[config.mk]
export PLATFORM = sky130hd
export DESIGN_NAME = spi_regbank_bridge
export DESIGN_NICKNAME = d
export VERILOG_FILES = /design/src/rtl/spi_regbank_bridge.sv
export SDC_FILE = /design/constraint.sdc
export NUM_CORES = 1
export LEC_CHECK = 0
export CAP_MARGIN = 10
export CORE_ASPECT_RATIO = 1.25
export CORE_MARGIN = 2
export CORE_UTILIZATION = 49
export DETAILED_ROUTE_END_ITERATION = 8
export PLACE_DENSITY = 0.73
export SLEW_MARGIN = 20
export SYNTH_ARGS = -nofsm -noshare
export SYNTH_HDL_FRONTEND = slang
export SYNTH_SLANG_ARGS = --single-unit
[constraint.sdc]
create_clock -name clk -period 1.95 [get_ports clk]
set_input_delay 0.4875 -clock clk [delete_from_list [all_inputs] [get_ports clk]]
set_output_delay 0.4875 -clock clk [all_outputs]
set_load 0.02 [all_outputs]
[src/rtl/spi_regbank_bridge.sv]
// SPI mode-0 slave: decodes command/data frames into register-bank writes and serves reads on MISO.
// Optional sticky framing-error detection is built only when SPI_REGBANK_BRIDGE_ERR_EN is defined.
module spi_regbank_bridge #(
   parameter int unsigned REG_WIDTH = 32,
   parameter int unsigned REG_COUNT = 16,
   localparam int unsigned ADDR_W = $clog2(REG_COUNT)
) (
   input  logic                 clk,
   input  logic                 rst_n,
   input  logic                 spi_sclk,
   input  logic                 spi_cs_n,
   input  logic                 spi_mosi,
   output logic                 spi_miso,
   output logic                 rb_we,
   output logic [ADDR_W-1:0]    rb_waddr,
   output logic [REG_WIDTH-1:0] rb_wdata,
   output logic [ADDR_W-1:0]    rb_raddr1,
   input  logic [REG_WIDTH-1:0] rb_rdata1,
   output logic                 frame_err
);

   localparam int unsigned CNT_W = $clog2(((REG_WIDTH > 8) ? REG_WIDTH : 8) + 1);
   localparam logic [CNT_W-1:0] CMD_LAST  = CNT_W'(7);
   localparam logic [CNT_W-1:0] DATA_LAST = CNT_W'(REG_WIDTH - 1);

   typedef enum logic [2:0] {IDLE, CMD, WDATA, RDATA, WAIT} state_t;

   state_t                state, state_next;
   logic                  sclk_meta, sclk_s, sclk_d;
   logic                  cs_meta, cs_s, cs_d;
   logic                  mosi_meta, mosi_s;
   logic                  sclk_rise, sclk_fall, cs_fall;
   logic [CNT_W-1:0]      bit_cnt;
   logic [REG_WIDTH-1:0]  rx_sr, tx_sr;
   logic                  tx_load;
   logic                  cmd_is_write;
   logic [ADDR_W-1:0]     cmd_addr;

   // cs_n chain resets low so a frame already in progress at reset release is not mistaken for a new one
   always_ff @(posedge clk or negedge rst_n) begin
      if (!rst_n) begin
         sclk_meta <= 1'b0;
         sclk_s    <= 1'b0;
         sclk_d    <= 1'b0;
         cs_meta   <= 1'b0;
         cs_s      <= 1'b0;
         cs_d      <= 1'b0;
         mosi_meta <= 1'b0;
         mosi_s    <= 1'b0;
      end else begin
         sclk_meta <= spi_sclk;
         sclk_s    <= sclk_meta;
         sclk_d    <= sclk_s;
         cs_meta   <= spi_cs_n;
         cs_s      <= cs_meta;
         cs_d      <= cs_s;
         mosi_meta <= spi_mosi;
         mosi_s    <= mosi_meta;
      end
   end

   assign sclk_rise    = sclk_s & ~sclk_d;
   assign sclk_fall    = ~sclk_s & sclk_d;
   assign cs_fall      = cs_d & ~cs_s;
   assign cmd_is_write = rx_sr[6];
   assign cmd_addr     = ADDR_W'({rx_sr[6:0], mosi_s});

   always_ff @(posedge clk or negedge rst_n) begin
      if (!rst_n) state <= IDLE;
      else        state <= state_next;
   end

   always_comb begin
      state_next = state;
      case (state)
         IDLE:         if (cs_fall) state_next = CMD;
         CMD:          if (sclk_rise && bit_cnt == CMD_LAST)
                          state_next = cmd_is_write ? WDATA : RDATA;
         WDATA, RDATA: if (sclk_rise && bit_cnt == DATA_LAST) state_next = WAIT;
         WAIT:         state_next = WAIT;
         default:      state_next = IDLE;
      endcase
      if (cs_s && state != IDLE) state_next = IDLE;
   end

   // Datapath: bit counting, shifting, bank-side strobes and MISO
   always_ff @(posedge clk or negedge rst_n) begin
      if (!rst_n) begin
         bit_cnt   <= '0;
         rx_sr     <= '0;
         tx_sr     <= '0;
         tx_load   <= 1'b0;
         spi_miso  <= 1'b0;
         rb_we     <= 1'b0;
         rb_waddr  <= '0;
         rb_wdata  <= '0;
         rb_raddr1 <= '0;
      end else begin
         rb_we   <= 1'b0;
         tx_load <= 1'b0;

         if (state != state_next) bit_cnt <= '0;
         else if (sclk_rise && state inside {CMD, WDATA, RDATA}) bit_cnt <= bit_cnt + CNT_W'(1);

         if (state == IDLE) rx_sr <= '0;
         else if (sclk_rise && state inside {CMD, WDATA}) rx_sr <= {rx_sr[REG_WIDTH-2:0], mosi_s};

         if (state == CMD && state_next == WDATA) rb_waddr <= cmd_addr;
         if (state == CMD && state_next == RDATA) begin
            rb_raddr1 <= cmd_addr;
            tx_load   <= 1'b1;
         end
         if (state == WDATA && state_next == WAIT) begin
            rb_we    <= 1'b1;
            rb_wdata <= {rx_sr[REG_WIDTH-2:0], mosi_s};
         end

         // rdata1 is sampled one cycle after raddr1 settles; first fall comes later
         if (tx_load) tx_sr <= rb_rdata1;
         else if (state == RDATA && sclk_fall) tx_sr <= {tx_sr[REG_WIDTH-2:0], 1'b0};

         if (state != RDATA) spi_miso <= 1'b0;
         else if (sclk_fall && !tx_load) spi_miso <= tx_sr[REG_WIDTH-1];
      end
   end

`ifdef SPI_REGBANK_BRIDGE_ERR_EN
   // Sticky: frame ended by cs_n with bits counted inside an active phase
   always_ff @(posedge clk or negedge rst_n) begin
      if (!rst_n) frame_err <= 1'b0;
      else if (cs_s && bit_cnt != '0 && state inside {CMD, WDATA, RDATA}) frame_err <= 1'b1;
   end
`else
   assign frame_err = 1'b0;
`endif

endmodule
==> summary.txt <==
Run status
  – Status: finished clean

Pwr
  – Max VDD drop: 0.000692 V
  – Pwr Total: 6.71 mW
  – Power share of the sequential group: between 40% and 50%
  – Sw Ratio: 25.9%
  – Combinational fraction of design power: 14.0%
  – Int Pwr: around 5 mW
  – Clk network pwr share: 45.9%
  – Leak: 2.93 nW
  – Sw power: 1.74 mW
  – Power Density: 961 mW/mm^2

Place
  – Placed insts: about 660
  – Hpwl dp: 6.98 mm
  – Placer Congestion: ~0.94
  – Placed instance area: 0.00630 mm^2
  – Worst slack at placement: 31.1 ps
  – IO Port Bufs: just under 80

Finish
  – Share of cells above drive strength 1: 20.2%
  – Final Instance Area: 0.00699 mm^2
  – Commonest non-fill, non-tap cells in the layout: dfrtp_1 (122), nand2_1 (97), clkdlybuf4s50_1 (77)
  – Post-route insts no fill: 700
  – Area Growth Syn to Fin: 33.4%
  – Commonest non-fill, non-tap cell in the layout: dfrtp_1
  – Final net count: 593
  – N_diodes: 0
  – Fillcell total: 796

Setup path
  – Critical setup path kind: reg -> reg
  – CP endpoint kind: flip-flop
  – CP Max Fanout: 5
  – Slowest cell on the critical path: or4b_4
  – R2R cell count: 4
  – Largest stage delay, worst path: 520 ps
  – Critical Path AT: 2190 ps
  – Nature of the critical path startpoint: flip-flop
  – Crit-path cells: or4b_4 -> and3_4 -> o2111ai_4 -> mux2_2
  – Req. time, crit path: 2240 ps

Yosys
  – Mean Syn Cell Area: 11.3 um^2
  – Synthesized-area fraction occupied by adder cells: 0.239%
  – Post-synthesis cell count: 462
  – Yosys cell types: 46
  – Post-Syn Nets: 500
  – Number of synthesized flops with an enable pin: 0
  – Area of the mapped netlist: about 0.0052 mm^2
  – Post-synthesis xor/xnor area fraction: less than 1%
  – Seq/Total Area, Yosys: 58.8%
  – Complex-gate fraction of the synthesized area: 7.02%
  – Largest family of logic cells by synthesized area: multiplexers
  – Syn. warnings: 0
  – Synth Area in Simple Gates: roughly 15%
  – Post-synthesis mux area share: between 10 and 15%
  – Top_reg_cell synth: dfrtp_1
  – Post-synthesis register bit count: 123
  – Asr flop ratio synth: 100%

Drt
  – Per-cell routed wire length: 16.3 um
  – Drt first pass iters: 4
  – Routed Antenna Nets: 0
  – WL final: about 11 mm
  – DRC viols: 0
  – Vias per cell: 5.39
  – Iteration-0 DRC count of the detailed router: 288
  – Via count: 3,776

Timing
  – Worst-margin pin slew: 524 ps
  – Minimum clock period: 1900 ps
  – Final-report hold violation count: 0
  – Final setup viols: 0
  – Fmax: 0.528 GHz
  – RSZ-0062 raised after global routing: no
  – Setup TNS: 0 ps
  – Skew final: ~8.2 ps
  – Setup ws final: 54.5 ps
  – Relative slew slack: 65.0%
  – Crit share post-route: 97.2%
  – Max-slew violations: 0

Clock network
  – CTS tree: done
  – Clock root cell: clkbuf_16
  – Clock tree buffer depth: 2
  – H-Tree Depth: 4
  – Num CTS Buffers: 17
  – Clock transition at path regs: 60 ps
  – CTS sink count: 123
  – Worst skew pair latency: 410 ps

Die
  – Site row count: 42
  – Initial Utilization: 49.8%
  – Die W: 96.5 um
  – Die H: 120 um
  – Core area: 0.0105 mm^2
  – DIE AREA: 0.0115 mm^2
  – IO Count: 80

Global routing
  – Met2 Use GR: 33.9%
  – First-pass GRT wire length: 18.6 mm
  – Total gr overflow: 0
  – Grt met1 use: 26.1%
  – Met3 Usage GRT: approximately 6.5%
  – Largest net degree at the start of global routing: 61
  – Initial antenna violation count: 0
  – Total GRT Usage: 20.9%
  – Gr busiest metal: met2
  – Vias in the first global route: roughly 3,900

Job
  – Max-Cap Viols: 0

Hold path
  – HP Class: in -> async
## cell usage after synthesis (all sizes together), types with 3 or more instances
master  count  share of area, %
a21oi      21               2.0
and3        3              0.45
buf        16               1.9
clkbuf     17               1.2
dfrtp     123                59
mux2       40               8.6
mux2i      33               6.3
nand2      97               7.0
nand3      16               1.5
nand4b      4               1.1
nor2       10              0.72
nor3        5              0.48
nor3b       4              0.57
nor4        8              0.96
o21ai      33               3.2
xnor2       4              0.67
## routing by layer
| metal | routed length (um) | vias up |
|---|---|---|
| li1 | - | 1778 |
| met1 | 4920 | 1865 |
| met2 | 5630 | 116 |
| met3 | 686 | 17 |
| met4 | 168 | 0 |
| met5 | 0 | - |
## kinds of logic after synthesis
logic type	after synthesis
xor+xnor	5
compound gates	63
buf+inv	35
simple gates	161
flops	123
mux	73
fa+ha+maj	1
other cells	1
## power groups by stage
stage / combinational, mW / clock, mW / sequential [mW]
finish: 0.940 / 3.08 / 2.69
global route: 1.02 / 3.26 / 2.70
CTS: 0.928 / 3.14 / 2.69
detailed placement: 0.898 / 0 / 2.73
global placement: 0.889 / 0 / 2.73
floorplan: 0.505 / 0 / 2.71
## flip-flops by register name, summed over array words and instances, names as in the netlist
name	cells
cs_s	1
rb_we	1
tx_sr	32
sclk_s	1
cs_d	1
rb_raddr1	4
sclk_meta	1
sclk_d	1
rb_waddr	4
bit_cnt	6
mosi_meta	1
rx_sr	31
cs_meta	1
mosi_s	1
tx_load	1
spi_miso	1
rb_wdata	32
state	3
## critical path: cells and delay by family, from the launching register on
| kind | cells | cell delay, ps |
|---|---|---|
| AO/OA/AOI/OAI | 1 | 250 |
| multiplexers | 1 | 380 |
| flip-flops | 1 | 430 |
| AND/OR/NAND/NOR | 2 | 710 |
## worst paths after layout
check                                to  slack, ps  startpoint
setup / recovery           rb_raddr1[3]         50  bit_cnt[4]
hold / removal                 tx_sr[4]         60       rst_n
setup reg to reg           rb_raddr1[3]         50  bit_cnt[4]
hold reg to reg                    cs_s        350     cs_meta
max in group asynchronous  rb_raddr1[2]       1310       rst_n
min in group clk                   cs_s        350     cs_meta
## cell type report
type,instances,area [um^2],share of cell area [%]
clock buffers,22,474,6.79
clock inverters,10,116,1.67
repair buffers,107,1140,16.3
flip-flops and latches,123,3080,44.1
inverters,2,7.51,0.107
multi-input cells,304,2010,28.7
well taps,132,165,2.36
## stage by stage
stage / hold slack [ps] / util, %
floorplan: 192 / -
global placement: 332 / 59.9
detailed placement: 336 / 59.9
CTS: 64.1 / 66.0
global route: 82.1 / 66.5
finish: 57.8 / 66.5
## repair_timing
| item | CTS | global route |
|---|---|---|
| resized for setup | 4 | 2 |
| pin swaps | 1 | 2 |
| cloned | 1 | 2 |
| endpoints found under the setup margin | 32 | 33 |
| hold buffers | 0 | 0 |
| buffers inserted | 1 | 0 |
No activity file was read; power rests on OpenSTA's default activity.
